$ cat config.mk
export PLATFORM = sky130hd
export DESIGN_NAME = tlul_host_adapter
export DESIGN_NICKNAME = d
export VERILOG_FILES = /design/src/rtl/tlul_host_pkg.sv /design/src/rtl/tlul_pkg.sv /design/src/rtl/tlul_host_tracker.sv /design/src/rtl/tlul_host_adapter.sv
export SDC_FILE = /design/constraint.sdc
export NUM_CORES = 1
export LEC_CHECK = 0
export BUFFER_PORTS_ARGS = -buffer_cell sky130_fd_sc_hd__clkbuf_2
export CAP_MARGIN = 15
export CORE_AREA = 4 4 101 103
export CTS_CLUSTER_SIZE = 30
export DETAILED_ROUTE_END_ITERATION = 10
export DIE_AREA = 0 0 105 107
export PLACE_DENSITY = 0.65
export SLEW_MARGIN = 20
export SYNTH_ARGS = -nofsm -noshare
export SYNTH_HDL_FRONTEND = slang
export SYNTH_SLANG_ARGS = --single-unit
$ cat constraint.sdc
create_clock -name clk_i -period 2.3 [get_ports clk_i]
set_clock_uncertainty 0.15 [all_clocks]
set_input_delay 0.345 -clock clk_i [delete_from_list [all_inputs] [get_ports clk_i]]
set_output_delay 0.345 -clock clk_i [all_outputs]
set_load 0.005 [all_outputs]
$ cat src/rtl/tlul_host_pkg.sv
// Local types and helpers for the TL-UL host adapter.
package tlul_host_pkg;

  typedef struct packed {
    logic [31:0] rdata;
    logic        err;
  } host_rsp_t;

  // Pointer width for the in-flight slots; never narrower than one bit.
  function automatic int SrcIdWidth(input int max_outstanding);
    return (max_outstanding <= 2) ? 1 : $clog2(max_outstanding);
  endfunction

endpackage

$ cat src/rtl/tlul_pkg.sv
// Minimal TL-UL type definitions shared by hosts and devices on the link.
package tlul_pkg;

  localparam int TL_AW   = 32;
  localparam int TL_DW   = 32;
  localparam int TL_DBW  = TL_DW / 8;
  localparam int TL_AIW  = 8;
  localparam int TL_DIW  = 1;
  localparam int TL_SZW  = 2;
  localparam int TL_AUW  = 14;
  localparam int TL_DUW  = 7;

  typedef enum logic [2:0] {
    PutFullData    = 3'h0,
    PutPartialData = 3'h1,
    Get            = 3'h4
  } tl_a_op_e;

  typedef enum logic [2:0] {
    AccessAck     = 3'h0,
    AccessAckData = 3'h1
  } tl_d_op_e;

  typedef logic [TL_AUW-1:0] tl_a_user_t;
  localparam tl_a_user_t TL_A_USER_DEFAULT = '0;

  typedef struct packed {
    logic               a_valid;
    tl_a_op_e           a_opcode;
    logic [2:0]         a_param;
    logic [TL_SZW-1:0]  a_size;
    logic [TL_AIW-1:0]  a_source;
    logic [TL_AW-1:0]   a_address;
    logic [TL_DBW-1:0]  a_mask;
    logic [TL_DW-1:0]   a_data;
    tl_a_user_t         a_user;
    logic               d_ready;
  } tl_h2d_t;

  typedef struct packed {
    logic               d_valid;
    tl_d_op_e           d_opcode;
    logic [2:0]         d_param;
    logic [TL_SZW-1:0]  d_size;
    logic [TL_AIW-1:0]  d_source;
    logic [TL_DIW-1:0]  d_sink;
    logic [TL_DW-1:0]   d_data;
    logic [TL_DUW-1:0]  d_user;
    logic               d_error;
    logic               a_ready;
  } tl_d2h_t;

endpackage

$ cat src/rtl/tlul_host_tracker.sv
// In-order bookkeeping of in-flight TL-UL transactions: pointers, count, read flags.
module tlul_host_tracker
  import tlul_pkg::*;
  import tlul_host_pkg::*;
#(
  parameter int MaxOutstanding = 2,
  parameter int SrcIdBase      = 0
) (
  input  logic              clk_i,
  input  logic              rst_i,
  input  logic              a_fire_i,
  input  logic              a_is_read_i,
  input  logic              d_fire_i,
  output logic              full_o,
  output logic              empty_o,
  output logic [TL_AIW-1:0] issue_source_o,
  output logic [TL_AIW-1:0] exp_source_o,
  output tl_d_op_e          exp_opcode_o,
  output logic              exp_read_o
);

  localparam int PtrW = SrcIdWidth(MaxOutstanding);
  localparam int CntW = $clog2(MaxOutstanding + 1);

  logic [PtrW-1:0]           issue_ptr_q, issue_ptr_d;
  logic [PtrW-1:0]           resp_ptr_q, resp_ptr_d;
  logic [CntW-1:0]           count_q, count_d;
  logic [MaxOutstanding-1:0] is_read_q, is_read_d;
  logic                      d_accept;

  function automatic logic [PtrW-1:0] next_ptr(input logic [PtrW-1:0] ptr);
    return (ptr == PtrW'(MaxOutstanding - 1)) ? '0 : ptr + 1'b1;
  endfunction

  assign full_o   = (count_q == CntW'(MaxOutstanding));
  assign empty_o  = (count_q == '0);
  // A response with nothing outstanding is spurious and must not move any state.
  assign d_accept = d_fire_i & ~empty_o;

  always_comb begin
    issue_ptr_d = issue_ptr_q;
    resp_ptr_d  = resp_ptr_q;
    count_d     = count_q;
    is_read_d   = is_read_q;
    if (a_fire_i) begin
      is_read_d[issue_ptr_q] = a_is_read_i;
      issue_ptr_d            = next_ptr(issue_ptr_q);
    end
    if (d_accept) begin
      resp_ptr_d = next_ptr(resp_ptr_q);
    end
    case ({a_fire_i, d_accept})
      2'b10:   count_d = count_q + 1'b1;
      2'b01:   count_d = count_q - 1'b1;
      default: count_d = count_q;
    endcase
  end

  always_ff @(posedge clk_i) begin
    if (rst_i) begin
      issue_ptr_q <= '0;
      resp_ptr_q  <= '0;
      count_q     <= '0;
      is_read_q   <= '0;
    end else begin
      issue_ptr_q <= issue_ptr_d;
      resp_ptr_q  <= resp_ptr_d;
      count_q     <= count_d;
      is_read_q   <= is_read_d;
    end
  end

  assign issue_source_o = TL_AIW'(SrcIdBase) + TL_AIW'(issue_ptr_q);
  assign exp_source_o   = TL_AIW'(SrcIdBase) + TL_AIW'(resp_ptr_q);
  assign exp_read_o     = is_read_q[resp_ptr_q];
  assign exp_opcode_o   = exp_read_o ? AccessAckData : AccessAck;

  count_in_range: assert property (@(posedge clk_i) disable iff (rst_i)
    count_q <= CntW'(MaxOutstanding));

endmodule

$ cat src/rtl/tlul_host_adapter.sv
// TL-UL bus initiator: req/gnt register accesses in, A-channel out, checked responses back.
module tlul_host_adapter
  import tlul_pkg::*;
  import tlul_host_pkg::*;
#(
  parameter int MaxOutstanding = 2,
  parameter int SrcIdBase      = 0
) (
  input  logic        clk_i,
  input  logic        rst_i,
  input  logic        req_i,
  output logic        gnt_o,
  input  logic [31:0] addr_i,
  input  logic        we_i,
  input  logic [31:0] wdata_i,
  input  logic [3:0]  be_i,
  output logic        rvalid_o,
  output logic [31:0] rdata_o,
  output logic        err_o,
  output logic        idle_o,
  output tl_h2d_t     tl_o,
  input  tl_d2h_t     tl_i
);

  logic              full, empty, a_valid, a_fire, d_fire, exp_read;
  logic [TL_AIW-1:0] issue_source, exp_source;
  tl_d_op_e          exp_opcode;
  host_rsp_t         rsp_q, rsp_d;
  logic              rvalid_q, rvalid_d;
  logic              unused_tl;

  tlul_host_tracker #(
    .MaxOutstanding (MaxOutstanding),
    .SrcIdBase      (SrcIdBase)
  ) u_tracker (
    .clk_i          (clk_i),
    .rst_i          (rst_i),
    .a_fire_i       (a_fire),
    .a_is_read_i    (~we_i),
    .d_fire_i       (d_fire),
    .full_o         (full),
    .empty_o        (empty),
    .issue_source_o (issue_source),
    .exp_source_o   (exp_source),
    .exp_opcode_o   (exp_opcode),
    .exp_read_o     (exp_read)
  );

  // Full check uses the registered count, so a freed slot is usable next cycle.
  assign a_valid = req_i & ~full;
  assign a_fire  = a_valid & tl_i.a_ready;
  assign d_fire  = tl_i.d_valid;
  assign gnt_o   = a_fire;
  assign idle_o  = empty;

  always_comb begin
    tl_o           = '0;
    tl_o.a_valid   = a_valid;
    if (!we_i) begin
      tl_o.a_opcode = Get;
    end else if (be_i == 4'hF) begin
      tl_o.a_opcode = PutFullData;
    end else begin
      tl_o.a_opcode = PutPartialData;
    end
    tl_o.a_param   = 3'd0;
    tl_o.a_size    = 2'd2;
    tl_o.a_source  = issue_source;
    tl_o.a_address = {addr_i[31:2], 2'b00};
    tl_o.a_mask    = we_i ? be_i : 4'hF;
    tl_o.a_data    = we_i ? wdata_i : 32'h0;
    tl_o.a_user    = TL_A_USER_DEFAULT;
    tl_o.d_ready   = 1'b1;
  end

  always_comb begin
    rvalid_d = d_fire;
    rsp_d    = rsp_q;
    if (d_fire) begin
      if (empty) begin
        rsp_d.rdata = 32'h0;
        rsp_d.err   = 1'b1;
      end else begin
        rsp_d.rdata = exp_read ? tl_i.d_data : 32'h0;
        rsp_d.err   = tl_i.d_error | (tl_i.d_source != exp_source)
                    | (tl_i.d_opcode != exp_opcode);
      end
    end
  end

  always_ff @(posedge clk_i) begin
    if (rst_i) begin
      rvalid_q <= 1'b0;
      rsp_q    <= '0;
    end else begin
      rvalid_q <= rvalid_d;
      rsp_q    <= rsp_d;
    end
  end

  // Masking keeps a pulse registered just before reset from showing during it.
  assign rvalid_o = rvalid_q & ~rst_i;
  assign rdata_o  = rsp_q.rdata;
  assign err_o    = rsp_q.err;

  assign unused_tl = ^{tl_i.d_param, tl_i.d_size, tl_i.d_sink, tl_i.d_user};

  a_valid_stable: assert property (@(posedge clk_i) disable iff (rst_i)
    (tl_o.a_valid && !tl_i.a_ready) |=>
      (tl_o.a_valid && $stable(tl_o.a_address) && $stable(tl_o.a_opcode)
       && $stable(tl_o.a_mask) && $stable(tl_o.a_data)));
  no_rvalid_in_reset: assert property (@(posedge clk_i) rst_i |-> !rvalid_o);
  rsp_known: assert property (@(posedge clk_i) disable iff (rst_i)
    !$isunknown({rvalid_o, err_o}));

endmodule

Yosys cells after proc, flatten, opt, wreduce, memory -nomap -nowiden
Index checks and enable logic that the tools add are counted.
W data, S select, Z words.
{"block": "word_totals", "register_bits": 40, "input_bits": 131, "out_inout_bits": 136, "word_cells": 48}
{"block": "op_classes", "addsub": 4, "magnitude_cmp": 3, "n_eq_ne": 6, "muxes": 15, "bitwise": 10, "n_reduce_logical": 3}
{"cell": "$mux W32", "n": 2}
{"cell": "$mux W33", "n": 1}
{"cell": "$ne A8 B1 Y1", "n": 1}
{"cell": "$mux W1", "n": 7}
{"cell": "$and A1 B1 Y1", "n": 4}
{"cell": "$eq A2 B2 Y1 const B", "n": 2}
{"cell": "$eq A4 B4 Y1 const B", "n": 1}
{"cell": "$lt A1 B2 Y1 const B", "n": 2}
{"cell": "$mux W4", "n": 1}
{"cell": "$not A1 Y1", "n": 4}
{"cell": "$pmux W2 S2", "n": 1}
{"cell": "$mux W3", "n": 1}
{"cell": "$ne A3 B3 Y1", "n": 1}
{"cell": "$add A1 B1 Y1 const B", "n": 2}
{"cell": "$add A2 B1 Y2 const B", "n": 1}
{"cell": "$bwmux W2", "n": 1}
{"cell": "$eq A2 B1 Y1 const B", "n": 1}
{"cell": "$logic_not A2 Y1", "n": 1}
{"cell": "$or A1 B1 Y1", "n": 2}
{"cell": "$reduce_bool A2 Y1", "n": 1}
{"cell": "$sub A2 B1 Y2 const B", "n": 1}
{"cell": "$demux W1 S1", "n": 1}
{"cell": "$ge A1 B1 Y1 const B", "n": 1}
{"cell": "$logic_and A1 B1 Y1", "n": 1}

Logic depth before layout (Yosys ltp)
{"block": "logic_depth", "word_depth": 6, "ltp_mapped": 7, "ltp_nobuf": 7}

By module
A second synthesis with hierarchy kept.
{"block": "unflattened", "cells_unflattened": 309, "hier_area_um2": 2766.4}
{"module": "tlul_host_adapter", "instances": 1, "cells_each": 260, "area_each_um2": 2353.5, "seq_area_each_um2": 680.7}
{"module": "tlul_host_tracker", "instances": 1, "cells_each": 49, "area_each_um2": 412.9, "seq_area_each_um2": 120.1}

Worst setup path before layout
No wires, ideal clock.
{"block": "synth_timing", "path_type": "register -> register", "from": "reg u_tracker.count_q[0]", "to": "reg u_tracker.count_q[1]", "arrival_time_ns": 1.580, "required_ns": 2.079, "slack_ns": 0.500, "stages_incl_launch_ff": 7, "n_path_buf": 0, "period_less_slack_ns": 1.800, "path_cell_list": "dfxtp_1 nand2b_4 and3_1 inv_1 ha_1 or3_1 a21oi_1"}
{"block": "synth_via", "elab_chain_cells": 6, "elab_cells_between_ends": 13}
{"item": "start: declaration", "line": "tlul_host_tracker.sv:27", "rtl": "logic [CntW-1:0] count_q, count_d;"}
{"item": "start signal: assignment", "line": "tlul_host_tracker.sv:68", "rtl": "count_q <= count_d;"}
{"item": "$eq A2 B2 Y1 *", "line": "tlul_host_tracker.sv:35", "rtl": "assign full_o = (count_q == CntW'(MaxOutstanding));"}
{"item": "$not A1 Y1 *", "line": "tlul_host_adapter.sv:50", "rtl": "assign a_valid = req_i & ~full;"}
{"item": "$and A1 B1 Y1 *", "line": "tlul_host_adapter.sv:50"}
{"item": "$and A1 B1 Y1 *", "line": "tlul_host_adapter.sv:51", "rtl": "assign a_fire = a_valid & tl_i.a_ready;"}
{"item": "net gnt_o", "line": "tlul_host_adapter.sv:12", "rtl": "output logic gnt_o,"}
{"item": "$eq A2 B1 Y1 or $eq A2 B2 Y1 (tied branches)", "line": "tlul_host_tracker.sv:52", "rtl": "case ({a_fire_i, d_accept})"}
{"item": "$pmux W2 S2 or $reduce_bool A2 Y1 (tied branches)"}
The timed path passes the listed nets; every way through them passes the cells marked *.
A chain may end at the register's enable or synchronous reset.

Final worst setup path
{"block": "layout_timing", "from": "reg u_tracker.count_q[0]", "to": "reg u_tracker.count_q[1]"}
{"block": "layout_via", "elab_chain_cells": 6, "elab_cells_between_ends": 13}
{"item": "$eq A2 B2 Y1", "line": "tlul_host_tracker.sv:35"}
{"item": "$not A1 Y1", "line": "tlul_host_adapter.sv:50"}
{"item": "$and A1 B1 Y1", "line": "tlul_host_adapter.sv:50"}
{"item": "$and A1 B1 Y1", "line": "tlul_host_adapter.sv:51"}
{"item": "$eq A2 B1 Y1 or $eq A2 B2 Y1 (tied branches)", "line": "tlul_host_tracker.sv:52"}
{"item": "$pmux W2 S2 or $reduce_bool A2 Y1 (tied branches)"}
Several ways; a longest one is shown, not always the timed one.

==> metrics.txt <==
WHS Endpoint rdata_o[5]; nets@finish between 500 and 600; gpl congestion roughly 0.74; EDFF count, synth 0; Skew-Pair Late Insertion Delay 280 ps; drt drc 0; post-CTS sizing 0; cell taking the most area after synthesis dfxtp_1; Synth Area in Simple Gates 18.8%; slew margin rel. 66.0%; power density over cell area 654 nW/um^2; Max IR drop VDD roughly 0.24 mV; Clk pwr share between 30% and 40%; largest family of logic cells by synthesized area buffers and inverters; Port Buf Inserts 161; smallest hold slack 162 ps; die height 107 um; Mean Syn Cell Area approximately 8.8 um^2; GRT overflow 0; wire length of the first global-routing pass 10.5 mm; CTS root buffer clkbuf_8; Final setup viols 0; Worst R2R Setup Slack 320 ps; Detail Route Antenna Nets 0; worst hold path type primary input to flip-flop; Crit Path Class flip-flop to flip-flop; Startpoint Class flip-flop; Crit Path Max Fanout 6; clock sinks 40; initial core utilization ~25%; leak pwr about 1.5 nW; CTS tree built; worst flop-to-flop path startpoint u_tracker.count_q[0]; synthesized area roughly 2300 um^2; Multi-input gate area 983 um^2; Ports 267; Top FF cell, synth dfxtp_1; RSZ-0062 raised after global routing false; internal power 1.34 mW; Die Width between 100 and 150 um; Placed Cells 483; initial antenna violation count 0; max-slew violations 0; via count 2141; NetSw 556 uW; mux contribution to synthesized area 0.655%; total track usage 11.3%; layout cells sized above 1 between 40% and 50%; Comb pwr share about a quarter; Seq pwr share 41.1%; area of the die 11200 um^2; Fmax achieved slightly above 500 MHz; Met3 Wirelength between 600 and 700 um; ANT cells 0; vias per cell 4.36; Tmin final 1980 ps; count leader, synth buf_4; Post-synth top cells buf_4 (63), dfxtp_1 (40), nor2_1 (36), and2_1 (33), a32oi_1 (32); Reg area between 800 and 900 um^2; status finished, final reports clean; Synth Warn # 0; std cell rows 35; Worst R2R Path Depth 6; Post-Synth XOR/XNOR Area about 1.9%; Cell Count, Final, Fillers Out 491; fillers 991; HPWL Detailed 5.30 mm; Least-Margin Pin Slew 509 ps; vias in the first global route 2179; WP data required 2360 ps; Post-Synth Adder-Cell Area less than 1%; largest net degree at the start of global routing 40; Final Hold Vio Count 0; FF-to-FF End u_tracker.count_q[1]; Synth async-reset ratio 0%; total wire length 6.60 mm; Sw Share 29.3%; synth top area cells dfxtp_1 (35%), buf_4 (21%), a32oi_1 (12%); flops & latches, synth 40; Hold Path Depth 3; Max-Cap Viols 0; DRT Pass-1 Iters 4; Core ar. 9200 um^2; drt wl/cell 13.4 um; Post-CTS Setup Inserts 0; Area growth syn-to-layout 26.5%; Routed met2 length ~3.3 mm; Worst setup EP type flip-flop; H-tree levels 2; count of cell types in the netlist 32; cts hold-fix bufs 0; top sig layer met4; Metal-1 WL 2.40 mm; compound-gate portion of the synthesized area 16.1%; hold path start tl_i[14]; cells after synthesis 260; final period utilization approximately 86%; CTS buffer count 5; Max Buffers Root-to-Sink 2; share of the synthesized area in the top cell type 34.9%; post-synthesis sequential area ratio 34.9%; Worst EP arrival 2040 ps; drt first-iter violations 88; clk slew on worst S/H paths 80 ps; setup TNS 0 ps
-- state kept, by name (all words and copies together), names as in the netlist --
register	flops
rvalid_q	1
u_tracker.count_q	2
u_tracker.resp_ptr_q	1
rdata_o	32
u_tracker.is_read_q	2
err_o	1
u_tracker.issue_ptr_q	1
-- through the flow --
| step | total power [mW] | util, % | instance area (um^2) | setup WS [ps] |
|---|---|---|---|---|
| after floorplan | 1.24 | - | 2400 | 500 |
| after global placement | 1.28 | 30.2 | 2770 | 443 |
| after detailed placement | 1.30 | 30.2 | 2770 | 334 |
| after CTS | 1.94 | 31.5 | 2900 | 324 |
| after global routing | 2.02 | 31.5 | 2900 | 238 |
| final | 1.90 | 31.5 | 2900 | 323 |
-- final cells by class --
type / instances / area share (%)
Multi-Input combinational cell: 163 / 33.9
Timing Repair Buffer: 165 / 28.8
Sequential cell: 40 / 27.6
Tap cell: 111 / 4.79
Clock buffer: 7 / 3.32
Clock inverter: 1 / 1.04
Inverter: 4 / 0.518
-- routing by layer --
| layer | track usage (%) | up-vias |
|---|---|---|
| li1 | - | 1038 |
| met1 | 11.4 | 965 |
| met2 | 20.5 | 113 |
| met3 | 4.70 | 25 |
| met4 | 4.31 | 0 |
| met5 | 0 | - |
-- layout by cell type (no fill, tap or decap), types with 2 or more instances in the layout --
cell type	instances
clkbuf_2	161
dfxtp_1	40
a311oi_1	2
buf_4	4
clkbuf_8	7
a32oi_1	32
xnor2_1	4
conb_1	30
and3_1	2
and2_1	33
a21oi_1	2
a41oi_1	3
inv_1	4
nor2_1	36
nand2b_1	4
-- worst max-delay path, cell delays in order, from the launching register on --
cell and delay (ps):
dfxtp_1 430, nand2b_4 190, and3_1 240, inv_1 60, ha_1 310, or3_1 360, a21oi_1 150
-- power groups by stage --
stage	Sequential [mW]	Clock, mW	Combinational, mW
5_1_grt	0.786	0.666	0.572
3_5_place_dp	0.796	0	0.507
4_1_cts	0.780	0.649	0.510
6_report	0.780	0.617	0.499
2_1_floorplan	0.789	0	0.448
3_3_place_gp	0.791	0	0.493
-- cell families after synthesis --
group	after synthesis
other cells	2
flops	40
buf+inv	85
xor+xnor	5
fa+ha+maj	1
simple gates	82
compound gates	44
mux	1
-- worst max path at each step --
stage | slack, ps | startpoint | endpoint
after floorplan | 500 | u_tracker.count_q[0] | u_tracker.count_q[1]
final | 320 | u_tracker.count_q[0] | u_tracker.count_q[1]
after detailed placement | 330 | u_tracker.count_q[0] | u_tracker.count_q[1]
after CTS | 320 | u_tracker.count_q[0] | u_tracker.count_q[1]
after global placement | 440 | u_tracker.count_q[0] | u_tracker.count_q[1]
after global routing | 240 | u_tracker.count_q[0] | u_tracker.count_q[1]
(Power assumes the default switching activity.)
